### src/rtl/logic_lane_acc.sv
`default_nettype none
// ============================================================================
//  Module   : logic_lane_acc
//  Purpose  : Per-lane frame accumulator. Each W-bit lane of the input sample
//             is summed independently (wrap or saturate) over PAR_ACC_LEN
//             accepted samples. The frame result is then held with a
//             valid/ready handshake, together with a lane-mixed XOR view and
//             a sticky overflow flag.
//  Revision : 1.0  initial release
// ============================================================================
module logic_lane_acc #(
  parameter int PAR_DATA_BITS = 8,
  parameter int PAR_LANES     = 2,
  parameter int PAR_ACC_LEN   = 4,
  parameter int PAR_SAT       = 0
) (
  input  logic                     ib_clk,
  input  logic                     ib_rst,
  input  logic                     ib_valid,
  output logic                     ob_ready,
  input  logic [PAR_DATA_BITS-1:0] ivG_data,
  input  logic                     ib_clear,
  output logic                     ob_valid,
  input  logic                     ib_ready,
  output logic [PAR_DATA_BITS-1:0] ovG_data,
  output logic [PAR_DATA_BITS-1:0] ovG_sum,
  output logic                     ob_ovf
);

  localparam int LW = PAR_DATA_BITS / PAR_LANES;
  localparam int CW = (PAR_ACC_LEN > 1) ? $clog2(PAR_ACC_LEN) : 1;

  typedef enum logic [0:0] {
    S_ACC = 1'b0,
    S_OUT = 1'b1
  } state_t;

  state_t                     state_q, state_d;
  logic                       ready_q, valid_q;
  logic                       accept, handshake, last;

  logic [CW-1:0]              cnt_q;
  logic [PAR_DATA_BITS-1:0]   acc_q, acc_d;
  logic [PAR_DATA_BITS-1:0]   mix_d;
  logic [PAR_LANES-1:0]       lane_ovf;
  logic                       ovf_q, ovf_d;

  logic [PAR_DATA_BITS-1:0]   sum_o_q, data_o_q;
  logic                       ovf_o_q;

  // The sample being accepted now is the final one of the frame.
  assign last  = (cnt_q == CW'(PAR_ACC_LEN - 1));
  assign ovf_d = ovf_q | (|lane_ovf);

  // Independent lane adders; the extra top bit is the lane carry.
  for (genvar k = 0; k < PAR_LANES; k++) begin : g_lane
    logic [LW:0] raw;
    assign raw         = {1'b0, acc_q[k*LW +: LW]} + {1'b0, ivG_data[k*LW +: LW]};
    assign lane_ovf[k] = raw[LW];
    if (PAR_SAT != 0) begin : g_sat
      assign acc_d[k*LW +: LW] = raw[LW] ? {LW{1'b1}} : raw[LW-1:0];
    end else begin : g_wrap
      assign acc_d[k*LW +: LW] = raw[LW-1:0];
    end
  end

  // Lane k of the mixed result folds in its upper neighbour (cyclically).
  if (PAR_LANES == 1) begin : g_mix_one
    assign mix_d = acc_d;
  end else begin : g_mix
    for (genvar k = 0; k < PAR_LANES; k++) begin : g_mix_lane
      assign mix_d[k*LW +: LW] = acc_d[k*LW +: LW]
                               ^ acc_d[((k + 1) % PAR_LANES)*LW +: LW];
    end
  end

  // State register plus registered handshake outputs derived from next state.
  always_ff @(posedge ib_clk) begin
    if (ib_rst) begin
      state_q <= S_ACC;
      ready_q <= 1'b0;
      valid_q <= 1'b0;
    end else begin
      state_q <= state_d;
      ready_q <= (state_d == S_ACC);
      valid_q <= (state_d == S_OUT);
    end
  end

  // Next-state and strobes; clear overrides both acceptance and handshake.
  always_comb begin
    state_d   = state_q;
    accept    = 1'b0;
    handshake = 1'b0;
    case (state_q)
      S_ACC: begin
        if (ib_valid) begin
          accept = 1'b1;
          if (last) state_d = S_OUT;
        end
      end
      S_OUT: begin
        if (ib_ready) begin
          handshake = 1'b1;
          state_d   = S_ACC;
        end
      end
      default: state_d = S_ACC;
    endcase
    if (ib_clear) begin
      state_d   = S_ACC;
      accept    = 1'b0;
      handshake = 1'b0;
    end
  end

  // Accumulators, frame counter, sticky flag and held result registers.
  always_ff @(posedge ib_clk) begin
    if (ib_rst || ib_clear || handshake) begin
      acc_q    <= '0;
      cnt_q    <= '0;
      ovf_q    <= 1'b0;
      sum_o_q  <= '0;
      data_o_q <= '0;
      ovf_o_q  <= 1'b0;
    end else if (accept) begin
      acc_q <= acc_d;
      ovf_q <= ovf_d;
      cnt_q <= last ? '0 : cnt_q + CW'(1);
      if (last) begin
        sum_o_q  <= acc_d;
        data_o_q <= mix_d;
        ovf_o_q  <= ovf_d;
      end
    end
  end

  assign ob_ready = ready_q;
  assign ob_valid = valid_q;
  assign ovG_sum  = sum_o_q;
  assign ovG_data = data_o_q;
  assign ob_ovf   = ovf_o_q;

endmodule
`default_nettype wire

### config.mk
export PLATFORM = sky130hd
export DESIGN_NAME = logic_lane_acc
export DESIGN_NICKNAME = d
export VERILOG_FILES = /design/src/rtl/logic_lane_acc.sv
export SDC_FILE = /design/constraint.sdc
export NUM_CORES = 1
export LEC_CHECK = 0
export BUFFER_PORTS_ARGS = -buffer_cell sky130_fd_sc_hd__buf_2
export CAP_MARGIN = 20
export CORE_MARGIN = 2
export CORE_UTILIZATION = 49
export CTS_BUF_LIST = sky130_fd_sc_hd__clkbuf_8
export DETAILED_ROUTE_END_ITERATION = 8
export PLACE_DENSITY = 0.78
export SLEW_MARGIN = 25
export SYNTH_ARGS = -nofsm -noshare
export SYNTH_HDL_FRONTEND = slang
export SYNTH_SLANG_ARGS = --single-unit
export TNS_END_PERCENT = 30
### constraint.sdc
create_clock -name ib_clk -period 1.5 [get_ports ib_clk]
set_input_delay 0.15 -clock ib_clk [delete_from_list [all_inputs] [get_ports ib_clk]]
set_output_delay 0.15 -clock ib_clk [all_outputs]
set_load 0.01 [all_outputs]
After elaboration in Yosys (flattened, before gate mapping)
Cells that the tools add are included.

Register bits: 30. Word-level logic and storage cells: 32. Output and inout bits: 19.

Reduce and logical (&&, ||, !) cells: 4. Add/sub/neg operators: 3. Bitwise logic cells: 4. Muxes and demuxes: 12. Equality and inequality tests: 1.

Operators with widths (count): 4-bit by 4-bit adder with 5-bit output (2); 1-bit two-way mux (10); 4-bit bitwise XOR (1); 2-bit by 1-bit adder with 2-bit output (second input constant) (1); 2-bit equality test (second input constant) (1); 1-bit logical OR (2); 2-bit two-way mux (1); 1-bit NOT (2); 1-bit one-hot mux with 2 select lines (1); 2-bit AND reduction (1); 2-bit OR reduction (1); 1-bit bitwise OR (1).

Depth between registers and ports, before layout
Depth after elaboration: 6. Mapped depth: 8.

Worst setup path after synthesis
OpenSTA, ideal clock, no wires.

Path kind: register to register. Start point: register acc_q[0]. End point: register data_o_q[6] (netlist: ovG_data[6]). Period minus slack after synthesis: 1.521 ns. Path slack: -0.021 ns. Arrival: 1.435 ns. Library setup time: 0.086 ns. Data required time: 1.414 ns. Stages on the path, launching flop included: 7. Path through: dfxtp_1 > ha_1 > inv_1 > fa_1 > xnor2_1 > xnor2_1 > a211oi_1.

Longest elaborated chain between the ends: 2.

RTL lines: start: declaration (line 43) `logic [PAR_DATA_BITS-1:0] acc_q, acc_d;`; start signal: assignment (line 120) `acc_q <= '0;`; start signal: assignment (line 127) `acc_q <= acc_d;`; 4-bit by 4-bit adder with 5-bit output (line 58) `assign raw = {1'b0, acc_q[k*LW +: LW]} + {1'b0, ivG_data[k*LW +: LW]};`; 4-bit bitwise XOR (line 73) `^ acc_d[((k + 1) % PAR_LANES)*LW +: LW];`; end signal: assignment (line 132) `data_o_q <= mix_d;`; end: declaration (line 48) `logic [PAR_DATA_BITS-1:0] sum_o_q, data_o_q;`.

Every way passes these cells. A chain may end at the register's enable or synchronous reset.

Worst setup path in the final report
Same ends and word-level chain as after synthesis.

==> impl_metrics.toml <==
[sta]
max_slew_margin_pct = 78.05
finalWorstSetupSlack_ns = -0.001277
tns_ns = -0.001277
fin_crit_ns = 1.501
worstMarginPinSlew_ns = 0.3284
slew_viol_final = 0
setup-violations-final = 1
final_hold_viol_count = 0
skew_ns = 0.001073
max_freq_mhz = 666.1
fin_crit_sh_pct = 100.1
rsz0062_at_grt = "yes"

[critical_path]
critical_path_arrival_ns = 1.69
cp_cell_sequence = "ha_4 > inv_2 > fa_2 > xnor2_2 > xnor2_1 > a211oi_1"
critPathMaxStageDelay_ns = 0.36
critPathRequiredTime_ns = 1.69
slowest_stage = "dfxtp_2"
critPathKind = "reg2reg"
critPathTopFamily = "adder cells"
path_max_fanout = 3
start_kind = "flip-flop"
worstSetupPathDepth = 6
path_buf_inv = 1
reg2regPathDepth = 6
crit_path_end_kind = "flip-flop"

[logic_synthesis]
syn_nets = 168
synth.area.top_cells = "dfxtp_1, ha_1, nand2_1"
netlist.area_leader.share_pct = 41.43
synth_cells = 144
synth_area_mm2 = 0.001256
avgSynthCellArea_um2 = 8.724
synth_top_cell_by_area = "dfxtp_1"
synth_cell_types = 23
ys_ff_latch = 26
ys_seq_area_share_pct = 41.43
yosys_warnings = 0

[cells_and_area]
fill_cells = 192
area_growth_pct = 31.87
n_antenna_cell = 0
fin_util_pct = 67.48
final_common_cell = "buf_2"
layout_common_cells = "buf_2, nand2_1, dfxtp_1"
fin_nets = 206
finalNonFillerCells = 211
drive_gt1_share_pct = 39.78

[clock_tree]
clkTransAtPathRegs_ns = 0.09
cts.sinks = 26
cts_buffers = 3
cts_tree = "done"
htreeDepth = 1
clkLatencyLatePin_ns = 0.27
clockBufferDepth = 2
cts-root-buf = "clkbuf_8"

[drt]
drc = 0
drt-total-wl_um = 2835
vias_per_cell = 5.284
first_pass_iters = 4
via_count = 1115
ant_nets = 0
drtIter0Drc = 22
wl_per_cell_um = 13.44

[place]
place_congestion = 0.7966
hpwl_um = 1920
port_buffers = 31
dpl.cell_count = 205

[power]
powerDensity_mw_per_mm2 = 821.7
p_total_w = 0.001361
p_switching_w = 0.0003255
p_sw_share_pct = 23.91
power_frac_comb_pct = 15.4
internal-power_w = 0.001036
vdd_drop_max_v = 0.0007726
power.leakage_nw = 0.7100
clock_power_share_pct = 32.9
p_seq_share_pct = 51.7

[job]
drv_cap = 0

[global_routing]
grt_pass1_vias = 978
grt_max_degree = 26
busiest_layer = "met2"
grt_util_all_layers_pct = 20.32
overflow = 0
grt_use_met3_pct = 4.098
grt_util_met2_pct = 32.74
antenna_found_initial = 0
use_met1_pct = 27.10
grt_pass1_wl_um = 4298

[floorplanning]
die_x_um = 54.63
start_util_pct = 51.17
dieArea_mm2 = 0.002984
num_rows = 18
core_mm2 = 0.002455
io_pins = 32
die_h_um = 54.63

[status]
violations = "setup timing"
outcome = "complete, but fails checks"

[worst_hold_path]
hp-class = "in2reg"
whs_path_depth = 2
## cells by family after synthesis
kind of cell	share of synthesized area, %
compound gates	15.04
xor+xnor	5.578
fa+ha+maj	12.15
buf+inv	7.072
flops	41.43
mux	0.7968
simple gates	17.93
## worst register-to-register path, stage by stage, from the launching register on
cell	delay [ns]
dfxtp_2	0.36
ha_4	0.14
inv_2	0.03
fa_2	0.36
xnor2_2	0.25
xnor2_1	0.09
a211oi_1	0.18
## layout make-up
cell class / count / area (µm²) / share of cell area, %
multi-input cells: 103 / 757.0 / 45.69
flip-flops and latches: 26 / 525.5 / 31.72
repair buffers: 41 / 255.2 / 15.41
clock buffers: 4 / 55.05 / 3.323
well taps: 30 / 37.54 / 2.266
inverters: 7 / 26.28 / 1.586
## path summary, 6_finish.rpt
path	startpoint	endpoint	slack, ns
hold / removal	ib_rst	ob_ready$_SDFF_PP0_	0.06
hold reg to reg	ovG_sum[4]$_SDFFE_PP0P_	ovG_sum[4]$_SDFFE_PP0P_	0.46
setup reg to reg	acc_q[0]$_SDFFE_PP0N_	ovG_data[6]$_SDFFE_PP0P_	-0.001
setup / recovery	acc_q[0]$_SDFFE_PP0N_	ovG_data[6]$_SDFFE_PP0P_	-0.001
## power by group through the flow
stage | combinational (W) | clock [W] | sequential (W)
global route | 0.000227 | 0.000494 | 0.000705
detailed placement | 0.000174 | 0 | 0.000719
global placement | 0.000168 | 0 | 0.000718
CTS | 0.000186 | 0.000460 | 0.000703
floorplan | 0.000108 | 0 | 0.000719
finish | 0.000209 | 0.000448 | 0.000704
## sequential cells by signal, indices dropped and copies added, names as in the netlist
name,flops
acc_q,8
ob_ready,1
ob_ovf,1
cnt_q,2
ovG_sum,8
ovf_q,1
ovG_data,4
ob_valid,1
## layer usage
metal	wire length [µm]	vias up
met4	31	0
met5	0	-
met2	1372	38
met3	166	4
met1	1264	522
li1	-	551
## Yosys cell counts
cell type,number
nand2_1,28
dfxtp_1,26
a21oi_1,18
nor2_1,14
ha_1,9
xnor2_1,8
a211oi_1,7
inv_1,7
buf_4,4
nor3_1,3
a21o_1,2
buf_2,2
buf_6,2
fa_1,2
nand3_1,2
nor2b_1,2
o21ai_0,2
a211o_1,1
a211oi_2,1
and2_1,1
mux2i_1,1
nor3_4,1
nor3b_1,1
## metrics by stage
stage	worst slack, ns	instance area, µm²	hold WS, ns
final	-0.001277	1657	0.05826
after global routing	-0.07510	1657	0.05037
after CTS	-0.01586	1590	0.04411
after detailed placement	-0.08595	1486	0.3380
after global placement	-0.03604	1486	0.3210
after floorplan	0.01362	1271	0.2191
## timing repair
item | in CTS | in global routing
buffers inserted | 1 | 1
hold buffers | 0 | 0
setup endpoints to repair | 8 | 14
pin swaps | 7 | 8
hold endpoints to repair | 0 | 0
gates resized for setup | 10 | 17
No activity file was read; power rests on OpenSTA's default activity.
